File: src/rtl/burst_pattern_gen_pkg.sv
// rtl/burst_pattern_gen_pkg.sv - shared types and constants for the burst pattern generator
package burst_pattern_gen_pkg;

    typedef enum logic [1:0] {
        ST_IDLE = 2'd0,
        ST_ON   = 2'd1,
        ST_OFF  = 2'd2
    } state_t;

    localparam logic MODE_CONTINUOUS = 1'b0;
    localparam logic MODE_ONE_SHOT   = 1'b1;

    // Legacy waveform defaults the block was originally tuned for.
    localparam int unsigned DEFAULT_ON_LEN     = 450000;
    localparam int unsigned DEFAULT_PERIOD_LEN = 675000;

endpackage

File: src/rtl/burst_period_counter.sv
// rtl/burst_period_counter.sv - period counter with clear, wrap and terminal-count flags
module burst_period_counter #(
    parameter int CNT_W = 20
) (
    input  logic             clk,
    input  logic             rst_n,
    input  logic             i_clear,
    input  logic             i_en,
    input  logic [CNT_W-1:0] i_on_len,
    input  logic [CNT_W-1:0] i_period_len,
    output logic             o_on_end,
    output logic             o_period_end
);

    logic [CNT_W-1:0] r_count;

    // A zero on-length has no last ON cycle, so the flag must never fire.
    assign o_on_end     = (i_on_len != '0) && (r_count == i_on_len - CNT_W'(1));
    assign o_period_end = (r_count == i_period_len - CNT_W'(1));

    always_ff @(posedge clk or negedge rst_n) begin
        if (!rst_n) begin
            r_count <= '0;
        end else if (i_clear) begin
            r_count <= '0;
        end else if (i_en) begin
            r_count <= o_period_end ? '0 : r_count + CNT_W'(1);
        end
    end

endmodule

File: src/rtl/burst_pattern_gen.sv
// rtl/burst_pattern_gen.sv - configurable on/off burst waveform generator (continuous or one-shot)
module burst_pattern_gen
    import burst_pattern_gen_pkg::*;
#(
    parameter int CNT_W = 20,
    parameter int NUM_W = 8
) (
    input  logic             clk,
    input  logic             rst_n,
    input  logic             start,
    input  logic             stop,
    input  logic             mode,
    input  logic [CNT_W-1:0] on_len,
    input  logic [CNT_W-1:0] period_len,
    input  logic [NUM_W-1:0] burst_num,
    output logic             burst_out,
    output logic             busy,
    output logic             done,
    output logic             cfg_err,
    output logic [NUM_W-1:0] burst_idx
);

    state_t           r_state;
    logic             r_mode;
    logic [CNT_W-1:0] r_on_len;
    logic [CNT_W-1:0] r_period_len;
    logic [NUM_W-1:0] r_burst_num;
    logic             r_burst_out;
    logic             r_busy;
    logic             r_done;
    logic             r_cfg_err;
    logic [NUM_W-1:0] r_burst_idx;

    logic             w_run;
    logic             w_on_end;
    logic             w_period_end;
    logic             w_on_short;
    logic [NUM_W-1:0] w_idx_next;

    assign w_run      = (r_state != ST_IDLE);
    assign w_on_short = (r_on_len < r_period_len);
    assign w_idx_next = r_burst_idx + NUM_W'(1);

    // Held at zero while idle so every accepted run begins its first period at count 0.
    burst_period_counter #(
        .CNT_W(CNT_W)
    ) u_counter (
        .clk          (clk),
        .rst_n        (rst_n),
        .i_clear      (~w_run),
        .i_en         (w_run),
        .i_on_len     (r_on_len),
        .i_period_len (r_period_len),
        .o_on_end     (w_on_end),
        .o_period_end (w_period_end)
    );

    always_ff @(posedge clk or negedge rst_n) begin
        if (!rst_n) begin
            r_state      <= ST_IDLE;
            r_mode       <= MODE_CONTINUOUS;
            r_on_len     <= '0;
            r_period_len <= '0;
            r_burst_num  <= '0;
            r_burst_out  <= 1'b0;
            r_busy       <= 1'b0;
            r_done       <= 1'b0;
            r_cfg_err    <= 1'b0;
            r_burst_idx  <= '0;
        end else begin
            r_done    <= 1'b0;
            r_cfg_err <= 1'b0;
            case (r_state)
                ST_IDLE: begin
                    if (start && !stop) begin
                        if (period_len == '0 || (mode == MODE_ONE_SHOT && burst_num == '0)) begin
                            r_cfg_err <= 1'b1;
                        end else begin
                            r_mode       <= mode;
                            r_on_len     <= on_len;
                            r_period_len <= period_len;
                            r_burst_num  <= burst_num;
                            r_burst_idx  <= '0;
                            r_busy       <= 1'b1;
                            r_state      <= (on_len != '0) ? ST_ON : ST_OFF;
                            r_burst_out  <= (on_len != '0);
                        end
                    end
                end
                ST_ON, ST_OFF: begin
                    if (stop) begin
                        r_state     <= ST_IDLE;
                        r_busy      <= 1'b0;
                        r_burst_out <= 1'b0;
                    end else if (w_period_end) begin
                        r_burst_idx <= w_idx_next;
                        if (r_mode == MODE_ONE_SHOT && w_idx_next == r_burst_num) begin
                            r_state     <= ST_IDLE;
                            r_busy      <= 1'b0;
                            r_burst_out <= 1'b0;
                            r_done      <= 1'b1;
                        end else begin
                            r_state     <= (r_on_len != '0) ? ST_ON : ST_OFF;
                            r_burst_out <= (r_on_len != '0);
                        end
                    end else if (r_state == ST_ON && w_on_end && w_on_short) begin
                        r_state     <= ST_OFF;
                        r_burst_out <= 1'b0;
                    end
                end
                default: begin
                    r_state     <= ST_IDLE;
                    r_busy      <= 1'b0;
                    r_burst_out <= 1'b0;
                end
            endcase
        end
    end

    assign burst_out = r_burst_out;
    assign busy      = r_busy;
    assign done      = r_done;
    assign cfg_err   = r_cfg_err;
    assign burst_idx = r_burst_idx;

endmodule

File: config.mk
export PLATFORM = sky130hd
export DESIGN_NAME = burst_pattern_gen
export DESIGN_NICKNAME = d
export VERILOG_FILES = /design/src/rtl/burst_pattern_gen_pkg.sv /design/src/rtl/burst_period_counter.sv /design/src/rtl/burst_pattern_gen.sv
export SDC_FILE = /design/constraint.sdc
export NUM_CORES = 1
export LEC_CHECK = 0
export ABC_AREA = 1
export ABC_CLOCK_PERIOD_IN_PS = 3100
export CORE_MARGIN = 5
export CORE_UTILIZATION = 25
export CTS_CLUSTER_SIZE = 40
export DETAILED_ROUTE_END_ITERATION = 10
export GPL_ROUTABILITY_DRIVEN = 1
export PLACE_DENSITY = 0.37
export SLEW_MARGIN = 40
export SYNTH_ARGS = -nofsm -noshare
export SYNTH_HDL_FRONTEND = slang
export SYNTH_SLANG_ARGS = --single-unit
File: constraint.sdc
create_clock -name clk -period 3.1 [get_ports clk]
set_input_delay 0.93 -clock clk [delete_from_list [all_inputs] [get_ports clk]]
set_output_delay 0.93 -clock clk [all_outputs]
set_load 0.01 [all_outputs]
# After elaboration in Yosys (flattened, before gate mapping)
# Cells that the tools add are included.
[classes] add_sub_neg=4 n_lt_le_gt_ge=1 eq_ne=12 muxes=36 n_bitwise=1 reduce_logical=20
[op_table] op="$eq 20x20->1" count=2
[op_table] op="$mux 20" count=2
[op_table] op="$reduce_bool 20->1" count=2
[op_table] op="$sub 20x1->20 const B" count=2
[op_table] op="$mux 8" count=4
[op_table] op="$add 20x1->20 const B" count=1
[op_table] op="$logic_not 20->1" count=1
[op_table] op="$lt 20x20->1" count=1
[op_table] op="$mux 1" count=18
[op_table] op="$mux 2" count=8
[op_table] op="$pmux 8 s2" count=1
[op_table] op="$add 8x1->8 const B" count=1
[op_table] op="$eq 8x8->1" count=1
[op_table] op="$logic_not 8->1" count=1
[op_table] op="$logic_and 1x1->1" count=6
[op_table] op="$ne 2x2->1 const B" count=3
[op_table] op="$reduce_and 3->1" count=2
[op_table] op="$reduce_and 5->1" count=1
[op_table] op="$ne 4x3->1 const B" count=1
[op_table] op="$pmux 1 s2" count=2
[op_table] op="$pmux 2 s2" count=1
[op_table] op="$reduce_and 4->1" count=1
[op_table] op="$reduce_bool 2->1" count=2
[op_table] op="$ne 3x2->1 const B" count=1
[op_table] op="other kinds (9)" count=9
[word_totals] reg_bits=83 input_bits=53 wordCells=85

# Logic depth before layout (Yosys ltp)
[depth] depth_word=9 ltp_mapped=18 depth_no_buf=18

# By module
# A second synthesis with hierarchy kept.
[hier_totals] cells_unflattened=918 hier_area_um2=6338.6
[modules_own_cells] module="burst_pattern_gen" instances=1 cells_per_inst=446 area_each_um2=3522.1
[modules_own_cells] module="burst_period_counter" instances=1 cells_per_inst=472 area_each_um2=2816.5

# Worst setup path after synthesis
# OpenSTA, ideal clock, no wires.
[synth_path] path_kind="input to register" from="in period_len[1]" to="reg r_burst_num[0]" setup_time_ns=0.066 arrival_ns=2.200 t_required_ns=3.034 path_slack_ns=0.835 cell_stages=10 n_path_buf=2 cell_sequence="nor2_1 > nand4_1 > nand3b_1 > and2_1 > nand3_1 > nor2_1 > buf_2 > buf_1 > nand2_1 > nand2_1"
[synth_via] elab_chain_len=4
[synth_lines] item="start, declared" line_no="burst_pattern_gen.sv:14" source="input logic [CNT_W-1:0] period_len,"
[synth_lines] item="$logic_not 20->1" line_no="burst_pattern_gen.sv:76" source="if (period_len == '0 || (mode == MODE_ONE_SHOT && burst_num == '0)) begin"
[synth_lines] item="$logic_or 1x1->1" line_no="burst_pattern_gen.sv:76"
[synth_lines] item="$not 1->1 (no line)"
[synth_lines] item="$reduce_and 3->1 (no line)"
[synth_lines] item="end signal, assigned" line_no="burst_pattern_gen.sv:82" source="r_burst_num <= burst_num;"
[synth_lines] item="end, declared" line_no="burst_pattern_gen.sv:27" source="logic [NUM_W-1:0] r_burst_num;"
# No other way between the ends.
# A chain may end at the register's enable or synchronous reset.

# Final worst setup path
[layout_path] from="in period_len[17]" to="reg r_burst_idx[0], in the netlist burst_idx[0]"
[layout_via] elab_chain_len=4
[layout_lines] item="$logic_not 20->1" line_no="burst_pattern_gen.sv:76"
[layout_lines] item="$logic_or 1x1->1" line_no="burst_pattern_gen.sv:76"
[layout_lines] item="$ne 2x2->1 (no line)"
[layout_lines] item="$reduce_and 5->1 (no line)"
[layout_lines] item="end signal, assigned" line_no="burst_pattern_gen.sv:96" source="r_burst_idx <= w_idx_next;"
[layout_lines] item="end, declared" line_no="burst_pattern_gen.sv:32" source="logic [NUM_W-1:0] r_burst_idx;"
# No other way between the ends.

==> flow_summary.html <==
<table>
<tr><th>Metric</th><th>Value</th></tr>
<tr><th colspan="2">Synth</th></tr>
<tr><td>Area contributors post-synth</td><td>dfrtp_1 32%, nand2_1 18%, inv_1 7.2%, nor2_1 6.5%, ha_1 5.2%</td></tr>
<tr><td>Distinct cell type count of the synthesized netlist</td><td>43</td></tr>
<tr><td>Yosys Warn Count</td><td>0</td></tr>
<tr><td>Post-Synthesis Cell Area</td><td>6455 um2</td></tr>
<tr><td>Most used DFF post-synth</td><td>dfrtp_1</td></tr>
<tr><td>Cell type with the highest aggregate area in the netlist</td><td>dfrtp_1</td></tr>
<tr><td>Most repeated cell in the gate-level netlist after synthesis</td><td>nand2_1</td></tr>
<tr><td>Yosys top cell area share</td><td>31.79%</td></tr>
<tr><td>Portion of the post-synthesis area used by sequential elements</td><td>31.79%</td></tr>
<tr><td>Fraction of synthesized area in multiplexers</td><td>0%</td></tr>
<tr><td>Post-synth EDFFs</td><td>0</td></tr>
<tr><td>Largest family of logic cells by synthesized area</td><td>simple AND/OR/NAND/NOR gates</td></tr>
<tr><td>Share of flip-flops with an asynchronous set or reset</td><td>100.0%</td></tr>
<tr><td>Synthesis-stage register bit count</td><td>82</td></tr>
<tr><td>Simple-Gate Fraction of Synth Area</td><td>40.28%</td></tr>
<tr><td>Compound-cell area share of the yosys netlist</td><td>7.443%</td></tr>
<tr><td>Gate count after technology mapping</td><td>977</td></tr>
<tr><td>Adder-cell share of the synthesized area</td><td>5.234%</td></tr>
<tr><td>Post-Synthesis Mean Instance Area</td><td>6.607 um2</td></tr>
<tr><td>Syn nets</td><td>1,057</td></tr>
<tr><td>Top post-synthesis cells by count</td><td>310 x nand2_1, 124 x inv_1, 111 x nor2_1</td></tr>
<tr><td>Area share of xor/xnor cells in the synthesized design</td><td>5.834%</td></tr>
<tr><th colspan="2">Worst setup path</th></tr>
<tr><td>Crit Path Category</td><td>in -&gt; reg</td></tr>
<tr><td>CP dominant cell by count</td><td>nand2_1</td></tr>
<tr><td>Largest stage delay on the critical path</td><td>0.42 ns</td></tr>
<tr><td>Cell family contributing the most delay on the critical path</td><td>simple AND/OR/NAND/NOR gates</td></tr>
<tr><td>CP cell instances</td><td>clkdlybuf4s50_1 &gt; nor4_1 &gt; buf_4 &gt; nand3b_1 &gt; and2_1 &gt; nand3_1 &gt; nand2_1 &gt; o21ai_0 &gt; a21oi_1 &gt; nand2_4 &gt; nand2_1 &gt; o21ai_2</td></tr>
<tr><td>Kind of start point of the critical path</td><td>input pin</td></tr>
<tr><td>Type of element capturing the critical path</td><td>flip-flop</td></tr>
<tr><td>CP required</td><td>3.38 ns</td></tr>
<tr><td>Number of buffer and inverter instances along the worst setup path</td><td>2</td></tr>
<tr><td>Library cell contributing the largest single delay on the critical path</td><td>clkdlybuf4s50_1</td></tr>
<tr><td>Largest fanout on the critical path</td><td>16</td></tr>
<tr><td>Data arrival at the endpoint of the critical path</td><td>2.98 ns</td></tr>
<tr><th colspan="2">Power and ir drop</th></tr>
<tr><td>Cell-internal power</td><td>3.295 mW</td></tr>
<tr><td>Static leakage</td><td>3.874 nW</td></tr>
<tr><td>Switch share</td><td>49.78%</td></tr>
<tr><td>Part of the total power dissipated in combinational logic</td><td>53.2%</td></tr>
<tr><td>Portion of total power attributed to the clock network</td><td>16.8%</td></tr>
<tr><td>Net switching power</td><td>3.266 mW</td></tr>
<tr><td>Power Total</td><td>6.561 mW</td></tr>
<tr><td>Worst VDD drop</td><td>0.2455 mV</td></tr>
<tr><td>Total power per unit cell area</td><td>840.0 nW/um2</td></tr>
<tr><td>Sequential Power Share</td><td>30.0%</td></tr>
<tr><th colspan="2">Clocking</th></tr>
<tr><td>Number of H-tree branching levels</td><td>3</td></tr>
<tr><td>Worst-path clk slew</td><td>0.06 ns</td></tr>
<tr><td>Clock sink count</td><td>82</td></tr>
<tr><td>Number of clock buffers inserted by TritonCTS</td><td>9</td></tr>
<tr><td>Hold bufs inserted after CTS</td><td>0</td></tr>
<tr><td>Insertion delay to the later sink of the worst-skew pair</td><td>0.36 ns</td></tr>
<tr><td>TritonCTS clock tree</td><td>done</td></tr>
<tr><td>Max clock buf depth</td><td>2</td></tr>
<tr><td>Post-CTS setup repair buffer count</td><td>0</td></tr>
<tr><td>Root buffer cell</td><td>clkbuf_16</td></tr>
<tr><td>Post-cts repair resize count</td><td>0</td></tr>
<tr><th colspan="2">Cells and area</th></tr>
<tr><td>Share of cells above drive strength 1</td><td>7.109%</td></tr>
<tr><td>Final standard cell area without fillers</td><td>7810 um2</td></tr>
<tr><td>FILL cells</td><td>2,833</td></tr>
<tr><td>Total Nets Final</td><td>1,117</td></tr>
<tr><td>Cell Count, Final, Fillers Out</td><td>1,371</td></tr>
<tr><td>Post-layout util</td><td>30.84%</td></tr>
<tr><td>Number of antenna repair diodes</td><td>0</td></tr>
<tr><td>Relative area change from synthesis to final layout</td><td>20.99%</td></tr>
<tr><th colspan="2">Global route</th></tr>
<tr><td>Vias in the first global route</td><td>5,972</td></tr>
<tr><td>Overall routing resource usage</td><td>14.85%</td></tr>
<tr><td>Global-route wire length before repair</td><td>33,290 um</td></tr>
<tr><td>Initial antenna violation count</td><td>0</td></tr>
<tr><td>Maximum number of pins on one net before global-route repair</td><td>37</td></tr>
<tr><td>Gr ovfl total</td><td>0</td></tr>
<tr><th colspan="2">STA</th></tr>
<tr><td>RSZ-0062 raised after global routing</td><td>false</td></tr>
<tr><td>Max-slew headroom at the worst pin</td><td>66.99%</td></tr>
<tr><td>Tightest Pin Transition</td><td>0.4907 ns</td></tr>
<tr><td>Setup-failing EPs final</td><td>0</td></tr>
<tr><td>Setup WS post-layout</td><td>0.4055 ns</td></tr>
<tr><td>Number of endpoints with negative hold slack in the final report</td><td>0</td></tr>
<tr><td>Period Utilization, post-route</td><td>86.92%</td></tr>
<tr><td>Worst hold slack after final layout</td><td>0.4856 ns</td></tr>
<tr><td>Upper clock frequency limit</td><td>371.1 MHz</td></tr>
<tr><td>Final count of pins violating max slew</td><td>0</td></tr>
<tr><td>Fin Setup TNS</td><td>0 ns</td></tr>
<tr><td>Min Tclk post-route</td><td>2.695 ns</td></tr>
<tr><td>Worst clock skew</td><td>0.009005 ns</td></tr>
<tr><th colspan="2">Routing</th></tr>
<tr><td>Initial DRC count</td><td>369</td></tr>
<tr><td>Vias after detailed routing</td><td>6,088</td></tr>
<tr><td>TritonRoute pass-1 iters</td><td>5</td></tr>
<tr><td>Number of vias per cell</td><td>4.441</td></tr>
<tr><td>Total DRC errors in the routed layout</td><td>0</td></tr>
<tr><td>Antenna viol nets, final</td><td>0</td></tr>
<tr><td>Sum of routed wire length over all layers</td><td>21,070 um</td></tr>
<tr><td>Mean routed wirelength per cell</td><td>15.37 um</td></tr>
<tr><th colspan="2">Outcome</th></tr>
<tr><td>Status</td><td>finished, final reports clean</td></tr>
<tr><th colspan="2">Floorplanning</th></tr>
<tr><td>Die area</td><td>29,130 um2</td></tr>
<tr><td>Horizontal die dimension</td><td>170.7 um</td></tr>
<tr><td>Core Footprint</td><td>25,330 um2</td></tr>
<tr><td>Initial cell density of the core</td><td>25.49%</td></tr>
<tr><td>Die span in y</td><td>170.7 um</td></tr>
<tr><td>I/O pins</td><td>65</td></tr>
<tr><td>FP Rows</td><td>58</td></tr>
<tr><th colspan="2">Job</th></tr>
<tr><td>Max-cap violations</td><td>0</td></tr>
<tr><th colspan="2">Placed design</th></tr>
<tr><td>Setup slack at placement</td><td>-0.03599 ns</td></tr>
<tr><td>Number of buffers added on ports</td><td>64</td></tr>
<tr><td>Post-DP HPWL</td><td>17,360 um</td></tr>
<tr><td>Weighted congestion at the end of routability-driven global placement</td><td>0.7961</td></tr>
<tr><td>Placed standard-cell area</td><td>7523 um2</td></tr>
<tr><td># placed instances</td><td>1,356</td></tr>
<tr><th colspan="2">Hold path</th></tr>
<tr><td>Worst Hold Class</td><td>reg -&gt; reg</td></tr>
</table>
[path summary, 6_finish.rpt]
kind,slack (ns),depth (start not counted),to,startpoint
min in group asynchronous,0.50,1,r_on_len[11],rst_n
worst max register to register,0.43,15,burst_out,r_on_len[0]
worst min-delay path,0.49,2,r_mode,r_mode
worst min register to register,0.49,2,r_mode,r_mode
max in group asynchronous,1.93,2,r_period_len[3],rst_n
worst max-delay path,0.41,12,burst_idx[0],period_len[17]
[cells in the final DEF, fill, tap and decap left out, types with 3 or more instances in the layout]
cell type and instances:
a21oi_1 15, dfrtp_1 82, o21bai_1 3, nor3_2 3, ha_1 27, nor3_1 11, xor2_1 23, nor2_4 4
nand3b_1 11, nand2_2 8, o21ai_0 46, nor2_1 110, o21ai_2 8, o21ai_1 5, clkdlybuf4s50_1 63, nand4_1 24
nand2_4 3, nor2_2 7, nand3_1 67, clkbuf_16 9, nor4_1 6, or2_2 3, nand2_1 310, or2_1 5
inv_1 124, xnor2_1 20, buf_4 13, inv_2 5
[layer usage]
layer / global-route usage [%] / vias up / wire length, um
met5: 0 / - / 0
met4: 3.750 / 0 / 312
met3: 2.334 / 19 / 715
met2: 23.21 / 110 / 9276
met1: 21.44 / 2758 / 10770
li1: - / 3201 / -
[area by class of cell]
cell class	instances	area [um2]	share of cell area, %
Clock buffer	11	232.7	2.980
Tap cell	330	412.9	5.287
Sequential cell	82	2052	26.27
Timing Repair Buffer	78	768.2	9.837
Clock inverter	4	53.80	0.6889
Inverter	130	488.0	6.248
Multi-Input combinational cell	736	3802	48.69
[tightest hold or removal path: stages (launching register included)]
cell,delay [ns]
dfrtp_1,0.34
nand2_1,0.05
o21ai_0,0.06
[flip-flops by register name (all words and copies together), names as in the netlist]
register / flops
r_on_len: 20
u_counter.r_count: 20
cfg_err: 1
r_state: 1
done: 1
r_burst_num: 8
busy: 1
r_mode: 1
burst_idx: 8
burst_out: 1
r_period_len: 20
[logic make-up (layout without fill, tap and decap cells)]
| kind of cell | after synthesis | count (layout) |
|---|---|---|
| xor+xnor | 43 | 43 |
| compound gates | 84 | 84 |
| buf+inv | 159 | 223 |
| simple gates | 582 | 582 |
| flops | 82 | 82 |
| fa+ha+maj | 27 | 27 |
[power by group through the flow]
| stage | Clock [mW] | Combinational (mW) | Sequential (mW) |
|---|---|---|---|
| global route | 1.17 | 4.02 | 2.03 |
| finish | 1.10 | 3.49 | 1.97 |
| CTS | 1.14 | 3.55 | 1.97 |
| detailed placement | 0 | 3.53 | 1.99 |
| global placement | 0 | 3.54 | 2.00 |
| floorplan | 0 | 2.58 | 1.78 |
No activity file was read; power rests on OpenSTA's default activity.
